<file path="src/rtl/peak_interval_meter.sv">
// rtl/peak_interval_meter.sv - beat-to-beat interval meter with refractory window, threshold and running average
//
// Purpose:
//   Measures the number of sample strobes between successive accepted peaks
//   from the upstream peak-detection stage. It ignores peaks inside a
//   refractory window and peaks below an amplitude threshold. It also keeps
//   a running mean over the last 2^AVG_LOG2 intervals.
//
// Ports:
//   clk            in   rising-edge clock
//   reset          in   synchronous active-high reset
//   sample_en      in   one-cycle strobe, peak_data carries a new sample
//   peak_data      in   [DATA_IN_BITS] peak word, 0 = no peak
//   threshold      in   [DATA_IN_BITS] minimum accepted amplitude (unsigned)
//   interval       out  [CNT_BITS] last measured interval in samples
//   interval_valid out  one-cycle pulse when interval updates
//   avg_interval   out  [CNT_BITS] mean of the last 2^AVG_LOG2 intervals
//   avg_valid      out  level, averaging history is full
//   timeout        out  one-cycle pulse on interval counter saturation
//
// Optional feature macro: PEAK_AMP_TRACK_EN
//   When defined, the amplitude of every accepted peak is remembered. The
//   effective threshold becomes max(threshold, last_amp >> 1).

module peak_interval_meter #(
    parameter int DATA_IN_BITS = 16,
    parameter int CNT_BITS     = 16,
    parameter int REFRACTORY   = 50,
    parameter int AVG_LOG2     = 2
) (
    input  logic                    clk,
    input  logic                    reset,
    input  logic                    sample_en,
    input  logic [DATA_IN_BITS-1:0] peak_data,
    input  logic [DATA_IN_BITS-1:0] threshold,
    output logic [CNT_BITS-1:0]     interval,
    output logic                    interval_valid,
    output logic [CNT_BITS-1:0]     avg_interval,
    output logic                    avg_valid,
    output logic                    timeout
);

    localparam int N        = 1 << AVG_LOG2;
    localparam int SUM_BITS = CNT_BITS + AVG_LOG2;
    localparam int FW       = AVG_LOG2 + 1;
    localparam logic [CNT_BITS-1:0] CNT_SAT = {{(CNT_BITS-1){1'b1}}, 1'b0};
    localparam logic [CNT_BITS-1:0] REFR    = CNT_BITS'(REFRACTORY);
    localparam logic [FW-1:0]       FILL_N  = FW'(N);

    typedef enum logic [1:0] {IDLE, REFRACT, ARMED} state_t;

    state_t                state_q, state_d;
    logic [CNT_BITS-1:0]   counter_q, counter_d;
    logic [CNT_BITS-1:0]   counter_inc;
    logic [CNT_BITS-1:0]   interval_q, interval_d;
    logic                  interval_valid_q, interval_valid_d;
    logic                  timeout_q, timeout_d;
    logic [CNT_BITS-1:0]   hist_q [N];
    logic [CNT_BITS-1:0]   hist_d [N];
    logic [SUM_BITS-1:0]   sum_q, sum_d;
    logic [FW-1:0]         fill_q, fill_d;
    logic [CNT_BITS-1:0]   avg_interval_q, avg_interval_d;
    logic                  avg_valid_q, avg_valid_d;

    logic [DATA_IN_BITS-1:0] eff_thr;
    logic                    candidate;
    logic                    first_peak;
    logic                    accept;
    logic                    sat;

`ifdef PEAK_AMP_TRACK_EN
    logic [DATA_IN_BITS-1:0] last_amp_q, last_amp_d;

    always_comb begin
        eff_thr = ((last_amp_q >> 1) > threshold) ? (last_amp_q >> 1) : threshold;
    end

    always_comb begin
        last_amp_d = last_amp_q;
        if (sat) begin
            last_amp_d = '0;
        end else if (first_peak || accept) begin
            last_amp_d = peak_data;
        end
    end

    always_ff @(posedge clk) begin
        if (reset) begin
            last_amp_q <= '0;
        end else begin
            last_amp_q <= last_amp_d;
        end
    end
`else
    always_comb begin
        eff_thr = threshold;
    end
`endif

    assign candidate   = sample_en && (peak_data != '0) && (peak_data >= eff_thr);
    assign counter_inc = counter_q + 1'b1;

    // State register
    always_ff @(posedge clk) begin
        if (reset) begin
            state_q   <= IDLE;
            counter_q <= '0;
        end else begin
            state_q   <= state_d;
            counter_q <= counter_d;
        end
    end

    // Next-state logic. Saturation takes priority over a coincident peak,
    // so that peak is dropped and the next one is a fresh first peak.
    always_comb begin
        state_d    = state_q;
        counter_d  = counter_q;
        first_peak = 1'b0;
        accept     = 1'b0;
        sat        = 1'b0;
        case (state_q)
            IDLE: begin
                counter_d = '0;
                if (candidate) begin
                    first_peak = 1'b1;
                    state_d    = REFRACT;
                end
            end
            REFRACT: begin
                if (sample_en) begin
                    if (counter_q == CNT_SAT) begin
                        sat       = 1'b1;
                        counter_d = '0;
                        state_d   = IDLE;
                    end else begin
                        counter_d = counter_inc;
                        if (counter_inc == REFR) begin
                            state_d = ARMED;
                        end
                    end
                end
            end
            ARMED: begin
                if (sample_en) begin
                    if (counter_q == CNT_SAT) begin
                        sat       = 1'b1;
                        counter_d = '0;
                        state_d   = IDLE;
                    end else if (candidate) begin
                        accept    = 1'b1;
                        counter_d = '0;
                        state_d   = REFRACT;
                    end else begin
                        counter_d = counter_inc;
                    end
                end
            end
            default: begin
                counter_d = '0;
                state_d   = IDLE;
            end
        endcase
    end

    // Output logic. The interval counts the current strobe, hence counter+1.
    always_comb begin
        interval_d       = interval_q;
        interval_valid_d = accept;
        timeout_d        = sat;
        if (accept) begin
            interval_d = counter_inc;
        end
    end

    // Averager: consumes the registered interval one cycle after it is
    // published. A saturation clears history but leaves avg_interval as is.
    always_comb begin
        hist_d         = hist_q;
        sum_d          = sum_q;
        fill_d         = fill_q;
        avg_interval_d = avg_interval_q;
        avg_valid_d    = avg_valid_q;
        if (sat) begin
            for (int i = 0; i < N; i++) begin
                hist_d[i] = '0;
            end
            sum_d       = '0;
            fill_d      = '0;
            avg_valid_d = 1'b0;
        end else if (interval_valid_q) begin
            hist_d[0] = interval_q;
            for (int i = 1; i < N; i++) begin
                hist_d[i] = hist_q[i-1];
            end
            sum_d          = sum_q + SUM_BITS'(interval_q) - SUM_BITS'(hist_q[N-1]);
            avg_interval_d = CNT_BITS'(sum_d >> AVG_LOG2);
            fill_d         = (fill_q == FILL_N) ? fill_q : fill_q + 1'b1;
            avg_valid_d    = (fill_d == FILL_N);
        end
    end

    always_ff @(posedge clk) begin
        if (reset) begin
            interval_q       <= '0;
            interval_valid_q <= 1'b0;
            timeout_q        <= 1'b0;
            hist_q           <= '{default: '0};
            sum_q            <= '0;
            fill_q           <= '0;
            avg_interval_q   <= '0;
            avg_valid_q      <= 1'b0;
        end else begin
            interval_q       <= interval_d;
            interval_valid_q <= interval_valid_d;
            timeout_q        <= timeout_d;
            hist_q           <= hist_d;
            sum_q            <= sum_d;
            fill_q           <= fill_d;
            avg_interval_q   <= avg_interval_d;
            avg_valid_q      <= avg_valid_d;
        end
    end

    assign interval       = interval_q;
    assign interval_valid = interval_valid_q;
    assign avg_interval   = avg_interval_q;
    assign avg_valid      = avg_valid_q;
    assign timeout        = timeout_q;

endmodule

</file>
<file path="config.mk">
export PLATFORM = sky130hd
export DESIGN_NAME = peak_interval_meter
export DESIGN_NICKNAME = d
export VERILOG_FILES = /design/src/rtl/peak_interval_meter.sv
export SDC_FILE = /design/constraint.sdc
export NUM_CORES = 1
export LEC_CHECK = 0
export BUFFER_PORTS_ARGS = -buffer_cell sky130_fd_sc_hd__buf_2
export CORE_MARGIN = 8
export CORE_UTILIZATION = 50
export CTS_BUF_LIST = sky130_fd_sc_hd__clkbuf_2 sky130_fd_sc_hd__clkbuf_4 sky130_fd_sc_hd__clkbuf_8
export DETAILED_ROUTE_END_ITERATION = 10
export HOLD_SLACK_MARGIN = 0.15
export PLACE_DENSITY = 0.79
export SYNTH_ARGS = -nofsm -noshare
export SYNTH_HDL_FRONTEND = slang
export SYNTH_SLANG_ARGS = --single-unit
</file>
<file path="constraint.sdc">
create_clock -name clk -period 3.55 [get_ports clk]
set_input_delay 0.8875 -clock clk [delete_from_list [all_inputs] [get_ports clk]]
set_output_delay 0.8875 -clock clk [all_outputs]
set_load 0.01 [all_outputs]
</file>
==> results.md, run 1 <==
- The initial antenna violation count came to 0.
- Port buffering added between 60 and 70 buffers.
- The CTS tree is yes.
- For met2 alone, demand over resource in global routing was 29.8%.
- The synthesized net count is between 900 and 1000.
- The number of H-tree levels is 4.
- Summing the areas of all and, or, nand and nor instances in the mapped netlist gives 15.2% of the synthesized area.
- The first-pass GRT wire length is about 28000 µm.
- The post-route clock skew is between 0.01 and 0.015 ns.
- The initialized floorplan defines between 40 and 50 standard-cell rows.
- At the end of the flow, the number of nets in the layout was between 900 and 1000.
- The kind of path behind the tightest hold check is reg -> reg.
- The worst slew margin relative to its limit is a little under a third.
- The final cell area excluding filler cells is 0.00829 mm².
- TritonCTS created 17 clock buffers.
- The register-to-register path setup slack is approximately 0.19 ns.
- The start of the worst register-to-register path is interval[1].
- The horizontal extent of the die is about 140 µm.
- The critical path required time is 3.89 ns.
- The combinational family with the most area after synthesis is simple AND/OR/NAND/NOR gates.
- The boundary pin count is 70.
- At the pin with the least slew margin, the transition time is slightly above 1 ns.
- The sum of negative setup slack is 0 ns.
- In the synthesized netlist the async set-or-reset flop fraction comes to 0%.
- After Yosys synthesis, XOR and XNOR cells account for 3.68% of the synthesized area.
- The starting density of the core is between 50% and 60%.
- The completed layout was analyzed and its total power is between 0.003 and 0.004 W.
- In the routed design, unresolved DRC markers number 0.
- The number of pins with negative max-slew slack in the final report is 0.
- The area share of fa/ha/maj cells after synthesis is a little under an eighth.
- The most critical setup path has its startpoint at interval[1].
- Dividing total power by cell area gives a power density of 420 mW/mm².
- The clock-pin transition on the worst setup and hold timing paths is ~0.08 ns.
- From synthesis to final layout, the design area changed by 12.4%.
- In this run the remaining antenna-violating nets after routing total 0.
- STA puts the critical path data arrival time at around 3.7 ns.
- The max-cap check violation count is 0.
- For met1 alone, demand over resource in global routing was roughly a quarter.
- The clock drives roughly 140 sinks.
- The total count of hold-check failures in the final report is 0.
- After detailed routing, the average wire length per cell comes to about 15 µm.
- The largest net degree at the start of global routing is 66.
- The standby leakage power is about 3.3 nW.
- In the post-synthesis netlist, the biggest area contributors are sky130_fd_sc_hd__dfxtp_1 37%, sky130_fd_sc_hd__mux2i_1 11%, sky130_fd_sc_hd__ha_1 7.3%, sky130_fd_sc_hd__nor2_1 5.1%, sky130_fd_sc_hd__inv_1 4.8%.
- The height of the chip is roughly 140 µm.
- The run finished with clean final reports.
- The Yosys warning count is 0.
- The number of global-route vias before repair is 5774.
- The largest total area in the synthesized netlist belongs to sky130_fd_sc_hd__dfxtp_1.
- The area of the placeable core is between 0.01 and 0.015 mm².
- The synthesized-area fraction occupied by ao, oa, aoi and oai cells is 13.2%.
- The overall via count from detail_route is between 5000 and 6000.
- A synthesized cell averages around 9 µm².
- Setup repair after global routing left no endpoint under its margin.
- After synthesis, flip-flops and latches occupy a little under two fifths of the total area.
- The final critical path takes up 94.7% of the cycle.
- At the end of routability-driven placement, the weighted congestion stood at around 0.88.
- After detailed routing, the total wire length is 16700 µm.
- Along the worst path, the maximum fanout reaches 4.
- STA classifies the critical path startpoint as a flip-flop.
- The number of DRC violations after detailed-routing iteration 0 is about 320.
- The clock reaches the later pin of the worst-skew pair after 0.46 ns.
- The die covers between 0.015 and 0.02 mm².
- The achievable frequency is just under 300 MHz.
- The critical path capture point type is a flip-flop.
- The placed instances occupy a cell area of 0.00786 mm².
- The tree is rooted in a sky130_fd_sc_hd__clkbuf_8.
- The number of library cell types mapped by synthesis is 60.
- By startpoint and endpoint, the worst setup path is classified as reg -> reg.
- The maximum clock path buffer count is 2.
- Synthesis produced between 800 and 900 cells.
- Hold timing on the final database bottoms out at a slack of ~0.45 ns.
- The register bit total from synthesis is ~140.
- The utilization after layout is roughly 57%.
- The number of iterations in the first detailed-routing pass is 7.
- Across every metal layer, demand over resource in global routing totals 18.5%.
- The worst min-delay path startpoint is avg_interval[3].
- Post-CTS timing repair inserted 0 buffers for setup.
- The number of inserted diodes is 0.
- The mapped netlist covers 0.00737 mm².
- For this run, the leading register cell type out of synthesis is sky130_fd_sc_hd__dfxtp_1.
- Cells with a size suffix above 1 make up ~14% of the layout.
- The global-route track usage on met3 is roughly 5%.
- The number of enable flip-flop cells after synthesis is 0.
- The peak supply drop is 0.265 mV.
- Of the post-synthesis cell area, the dominant cell type holds a little under two fifths.
- After legalization and detailed placement, the total HPWL measured about 12000 µm.
- Setup violations remaining at the end of the flow were counted as 0.
- After global routing, the most crowded layer is met2.
- Global routing finished with a remaining overflow of 0.
- The portion of synthesized area spent on multiplexers is approximately 11%.
- In the routed layout, each cell is associated on average with a via count of between 5 and 6.
- The worst path in the final design needs a cycle of approximately 3.4 ns, including I/O delays and setup.
[report_power, final]
group | leakage [nW] | total [W] | switching, W | internal (W)
sequential | 1.11 | 0.00157 | 0.0000144 | 0.00156
clock | 0.203 | 0.00132 | 0.000610 | 0.000715
combinational | 2.00 | 0.000586 | 0.000352 | 0.000233
[layout by cell type, fill, tap and decap left out, drive strengths merged, types with 4 or more instances in the layout]
cell type | synthesis | routed
clkinvlp | 0 | 4
xnor2 | 18 | 18
a21o | 12 | 12
o31ai | 4 | 4
mux2i | 80 | 80
a311oi | 10 | 10
o21a | 5 | 5
inv | 95 | 96
xor2 | 13 | 13
fa | 16 | 16
or3 | 6 | 6
o22ai | 8 | 8
nand4 | 6 | 6
buf | 14 | 82
a32o | 5 | 5
and3 | 6 | 6
nor2 | 101 | 101
clkbuf | 32 | 22
nand3b | 6 | 6
a21oi | 46 | 46
a211oi | 9 | 9
dfxtp | 138 | 138
a31oi | 4 | 4
ha | 43 | 43
nand2 | 49 | 49
nor4 | 4 | 4
o2111ai | 4 | 4
nand2b | 4 | 4
o21ai | 26 | 26
nor3 | 29 | 29
nand3 | 12 | 12
[repair_timing]
action                                 CTS  global route
hold buffers                             0             0
setup endpoints to repair                0             2
gates resized for setup                  0             4
endpoints found under the hold margin    0             0
[metal layers]
metal  part of all wire (%)  vias up  wire length (µm)
met3                    4.7       28               784
met4                    1.8        0               299
li1                       -     2968                 -
met1                     47     2802              7860
met5                      0        -                 0
met2                     46      118              7740
[cell type report]
cell class,count,area (µm²)
clock buffer,22,303
clock inverter,10,114
fill,1266,6190
inverter,95,357
multi-input combinational,558,4050
sequential,138,2770
tap,184,230
timing repair buffer,82,468
[logic make-up (layout without fill, tap and decap cells)]
family                     count (synthesis)  after routing
buffers and inverters                    141            209
muxes                                     82             82
DFF                                      138            138
adders and majority gates                 59             59
xor gates and xnor gates                  31             31
AOI/OAI and AO/OA                        146            146
and+or+nand+nor                          240            240
[flip-flops by register name, indices dropped and copies added (netlist names)]
register / cells
interval: 16
state_q: 2
interval_valid: 1
fill_q: 3
timeout: 1
avg_interval: 16
avg_valid: 1
hist_q: 64
sum_q: 18
counter_q: 16
[metrics by stage]
step	cells	setup WS (ns)
2_1_floorplan	837	0.318
3_3_place_gp	1057	0.202
3_5_place_dp	1057	0.120
4_1_cts	1089	0.0631
5_1_grt	1089	0.0260
6_report	1089	0.189
[critical path: stages, from the launching register on]
cell	delay, ns
sky130_fd_sc_hd__dfxtp_1	0.38
sky130_fd_sc_hd__inv_1	0.08
sky130_fd_sc_hd__fa_1	0.59
sky130_fd_sc_hd__inv_1	0.05
sky130_fd_sc_hd__ha_1	0.33
sky130_fd_sc_hd__a211oi_2	0.25
sky130_fd_sc_hd__o21ai_1	0.14
sky130_fd_sc_hd__a2111o_1	0.45
sky130_fd_sc_hd__nand2_1	0.11
sky130_fd_sc_hd__o21ai_1	0.12
sky130_fd_sc_hd__mux2i_1	0.19
sky130_fd_sc_hd__and3_1	0.22
sky130_fd_sc_hd__mux2_2	0.34
[synthesized netlist by cell type, drive strengths merged, types with 16 or more instances]
master	count
a21oi	46
clkbuf	32
dfxtp	138
fa	16
ha	43
inv	95
mux2i	80
nand2	49
nor2	101
nor3	29
o21ai	26
xnor2	18
[worst paths after layout]
path | endpoint | depth (start not counted)
worst min-delay path | avg_interval[3] | 2
worst max-delay path | sum_q[17] | 12
worst min register to register | avg_interval[3] | 2
worst max register to register | sum_q[17] | 12
Power figures use the tool's default switching activity.
==> run 2, diff against run 1 <==
--- a/config.mk
+++ b/config.mk
@@ -10,8 +10,11 @@
 export CORE_UTILIZATION = 50
 export CTS_BUF_LIST = sky130_fd_sc_hd__clkbuf_2 sky130_fd_sc_hd__clkbuf_4 sky130_fd_sc_hd__clkbuf_8
 export DETAILED_ROUTE_END_ITERATION = 10
+export GPL_TIMING_DRIVEN = 0
 export HOLD_SLACK_MARGIN = 0.15
 export PLACE_DENSITY = 0.79
+export SETUP_SLACK_MARGIN = 0.4
 export SYNTH_ARGS = -nofsm -noshare
 export SYNTH_HDL_FRONTEND = slang
 export SYNTH_SLANG_ARGS = --single-unit
+export TNS_END_PERCENT = 20
==> run 2 against run 1 <==
Against the previous run:
- register-to-register slack improved by 0.20 ns
- wire length rose by 13%
- die area unchanged
- worst setup slack gained 0.20 ns
- final area is 5.3% higher
- total power grew 9.6%
- clock power grew 20%
- critical endpoint unchanged
==> results.md, run 2 (same netlist as run 1, synthesis figures left out) <==
- The register-to-register path setup slack is 0.39 ns (+0.20 ns).
- The boundary pin count is 70 (unchanged).
- The detail-routed net length per standard cell is 16.6 µm (+8.2%).
- Setup repair after global routing could not meet its margin everywhere.
- The number of nets with antenna violations after detailed routing is 0 (unchanged).
- The slowest stage of the critical path is the sky130_fd_sc_hd__fa_1 cell.
- The sequential share of power is 41.2% (-3.9 points).
- The die area came to 0.0189 mm² (unchanged).
- The number of pins with negative max-slew slack in the final report is 0 (unchanged).
- The period utilization is 89.0% (-5.7 points).
- The register bank with the most flops is hist_q.
- Counting stages on the worst path, the most repeated cell is sky130_fd_sc_hd__inv_1.
- The data arrival time at the worst-slack endpoint is 3.50 ns (-0.20 ns).
- The number of iterations in the first detailed-routing pass was 7 (unchanged).
- The minimum clock period is 3.16 ns (-0.203 ns).
- The peak supply drop was 0.494 mV (+87%).
- The max-cap check violation count is 0 (unchanged).
- The part of the power in combinational logic is 17.2% (+0.4 points).
- The critical path capture point type is a flip-flop.
- The proportion of power drawn by the clock network is 41.7% (+3.7 points).
- The critical path required time is 3.89 ns (about the same).
- The starting density of the core is 50.9% (unchanged).
- The number of H-tree levels is 4 (unchanged).
- The proportion of total power due to net switching is 26.5% (-1.5 points).
- In the final layout, the registers with the most flip-flops are hist_q (64), sum_q (18).
- The horizontal extent of the die is 137 µm (unchanged).
- The CTS tree is yes.
- The total congestion overflow after global routing is 0 (unchanged).
- The cell-internal power came to 0.00280 W (+12%).
- Leaving out fill and tap cells, the most frequent cell in the layout is sky130_fd_sc_hd__dfxtp_1.
- The total count of hold-check failures in the final report is 0 (unchanged).
- The share of post-route cells with drive strength above 1 is 17.9% (+3.5 points).
- The number of placed cells counting well taps is 1089 (+3.0%).
- The source-to-sink clock delay at the later pin of the worst-skew pair came to 0.45 ns (about the same).
- The total of fill cells in the finished design is 1244 (-1.7%).
- The number of flip-flops in the largest register is 64 (unchanged).
- The kind of critical path is reg -> reg.
- The worst slew margin relative to its limit is 38.4% (+7.7 points).
- The run finished with clean final reports.
- The number of global-route vias before repair is 5938 (+2.8%).
- The detailed-route wire length is 18800 µm (+13%).
- The height of the chip was 137 µm (unchanged).
- The worst-path maximum fanout is 4 (unchanged).
- The detailed placement HPWL is 13600 µm (+12%).
- The clock-pin transition on the worst setup and hold timing paths is 0.08 ns (about the same).
- The slew at the pin closest to its max-slew limit was 0.923 ns (-0.115 ns).
- The buffer and inverter count on the worst path is 2 (unchanged).
- The number of sinks on the clock net is 138 (unchanged).
- The sequential cell area is 0.00280 mm² (+1.1%).
- The final layout net count is 1029 (+4.4%).
- The area of the multi-input gates is 0.00421 mm² (+4.0%).
- The stage delay of the slowest cell on the critical path is 0.54 ns (-0.05 ns).
- The sum of negative setup slack was 0 ns (unchanged).
- The root buffer cell chosen for the clock tree is sky130_fd_sc_hd__clkbuf_8.
- The initial antenna violation count is 0 (unchanged).
- The areal power density over the cells is 437 mW/mm² (+4.1%).
- The number of cells in the finished layout apart from fillers is 1132 (+3.9%).
- The overall via count from detail_route came to 6143 (+3.8%).
- The maximum clock path buffer count is 2 (unchanged).
- Traced cell by cell, the critical path runs through inv_1 -> fa_1 -> inv_1 -> ha_1 -> nor3_2 -> o21ai_2 -> a2111o_1 -> nand2_2 -> o21ai_4 -> mux2i_2 -> and3_4 -> mux2_4.
- The residual DRC count is 0 (unchanged).
- The TritonCTS buffer count is 17 (unchanged).
- The routed via count divided by cell count was 5.43 (-0.11%).
- The library cells used most frequently in the layout, excluding fill and tap cells, are 125 x sky130_fd_sc_hd__dfxtp_1, 101 x sky130_fd_sc_hd__nor2_1, 93 x sky130_fd_sc_hd__inv_1.
- The net switching power figure is 0.00101 W (+3.8%).
- The final RePlAce weighted congestion was 0.917 (+4.0%).
- The first-pass GRT wire length is 29800 µm (+6.7%).
- The achievable frequency is 317 MHz (+6.4%).
- The signed area change from the synthesized netlist to the final layout is 18.4%.
- The number of DRC violations after detailed-routing iteration 0 is 323 (+0.31%).
- The worst setup path is launched from a flip-flop.
- The area of the placeable core is 0.0145 mm² (unchanged).
- The count of endpoints failing setup in the final report is 0 (unchanged).
- The total of buffers placed on input and output ports is 68 (-1.4%).
- The overall routing resource usage is 20.0% (+1.5 points).
- The kind of path behind the tightest hold check is reg -> reg.
- The post-route clock skew is 0.0143 ns (+0.00293 ns).
- The number of inserted diodes was 0 (unchanged).
- The largest net degree at the start of global routing is 17 (-74%).
- On the critical path the largest part of the delay comes from adder cells.
- The cell row count is 44 (unchanged).
- The standby leakage power is 3.47 nW (+4.6%).
==> run 2: cell types whose count changed in the layout (fill, tap and decap cells not counted), moves of 3 or more <==
cell | before | now
sky130_fd_sc_hd__clkinvlp_4 | 4 | 1
sky130_fd_sc_hd__buf_1 | 0 | 5
sky130_fd_sc_hd__dfxtp_1 | 137 | 125
sky130_fd_sc_hd__clkbuf_1 | 0 | 32
sky130_fd_sc_hd__buf_6 | 0 | 4
sky130_fd_sc_hd__dfxtp_4 | 1 | 7
sky130_fd_sc_hd__bufinv_16 | 2 | 6
sky130_fd_sc_hd__ha_4 | 0 | 7
sky130_fd_sc_hd__ha_1 | 43 | 36
sky130_fd_sc_hd__dfxtp_2 | 0 | 6
==> run 2: metrics by stage <==
step | power (W) | worst slack, ns | hold WS (ns) | cell area [µm²] | utilization (%)
2_1_floorplan | 0.00202 | 0.414 | 0.456 | 7380 | -
3_3_place_gp | 0.00216 | 0.0740 | 0.439 | 7950 | 54.9
3_5_place_dp | 0.00216 | 0.0460 | 0.443 | 7950 | 54.9
4_1_cts | 0.00376 | 0.399 | 0.454 | 8590 | 59.3
5_1_grt | 0.00397 | 0.314 | 0.476 | 8730 | 60.3
6_report | 0.00382 | 0.392 | 0.451 | 8730 | 60.3
==> run 2: power by group through the flow <==
| stage | Combinational (W) | Clock (W) | Sequential, W |
|---|---|---|---|
| detailed placement | 0.000551 | 0 | 0.00161 |
| global placement | 0.000546 | 0 | 0.00161 |
| finish | 0.000656 | 0.00159 | 0.00157 |
| CTS | 0.000581 | 0.00161 | 0.00157 |
| global route | 0.000716 | 0.00168 | 0.00157 |
| floorplan | 0.000412 | 0 | 0.00161 |
==> run 2: path summary, 6_finish.rpt <==
check | start | endpoint | depth (start not counted)
setup reg to reg | interval[3] | sum_q[17] | 12
hold / removal | avg_interval[10] | avg_interval[10] | 2
hold reg to reg | avg_interval[10] | avg_interval[10] | 2
setup / recovery | interval[3] | sum_q[17] | 12
==> run 2: per-layer routing <==
layer	part of all wire, %	global-route usage, %	wire, µm	up-vias
met4	3.0	6.88	560	0
met5	0	0	0	-
met1	43	24.2	8150	2895
met2	48	33.5	9000	165
met3	5.7	5.47	1070	42
li1	-	-	-	3041
==> run 2: area by class of cell <==
cell class | count | area share (%)
multi-input combinational | 558 | 48.2
sequential | 138 | 32.0
timing repair buffer | 79 | 4.85
inverter | 95 | 4.11
clock buffer | 21 | 3.24
tap | 184 | 2.64
clock inverter | 11 | 2.47
buffer | 46 | 2.42
==> run 2: tightest hold or removal path: cells and delay by family (launching register included) <==
family          cells  cell delay [ns]
compound gates      1             0.05
flops               1             0.31
simple gates        1             0.05
==> run 2: timing repair <==
item / in CTS / in global routing
buffers inserted: 6 / 5
gates resized for setup: 29 / 22
endpoints found under the setup margin: 5 / 45
hold buffers: 0 / 0
pin swaps: 5 / 12
endpoints found under the hold margin: 0 / 0
cloned: 0 / 0
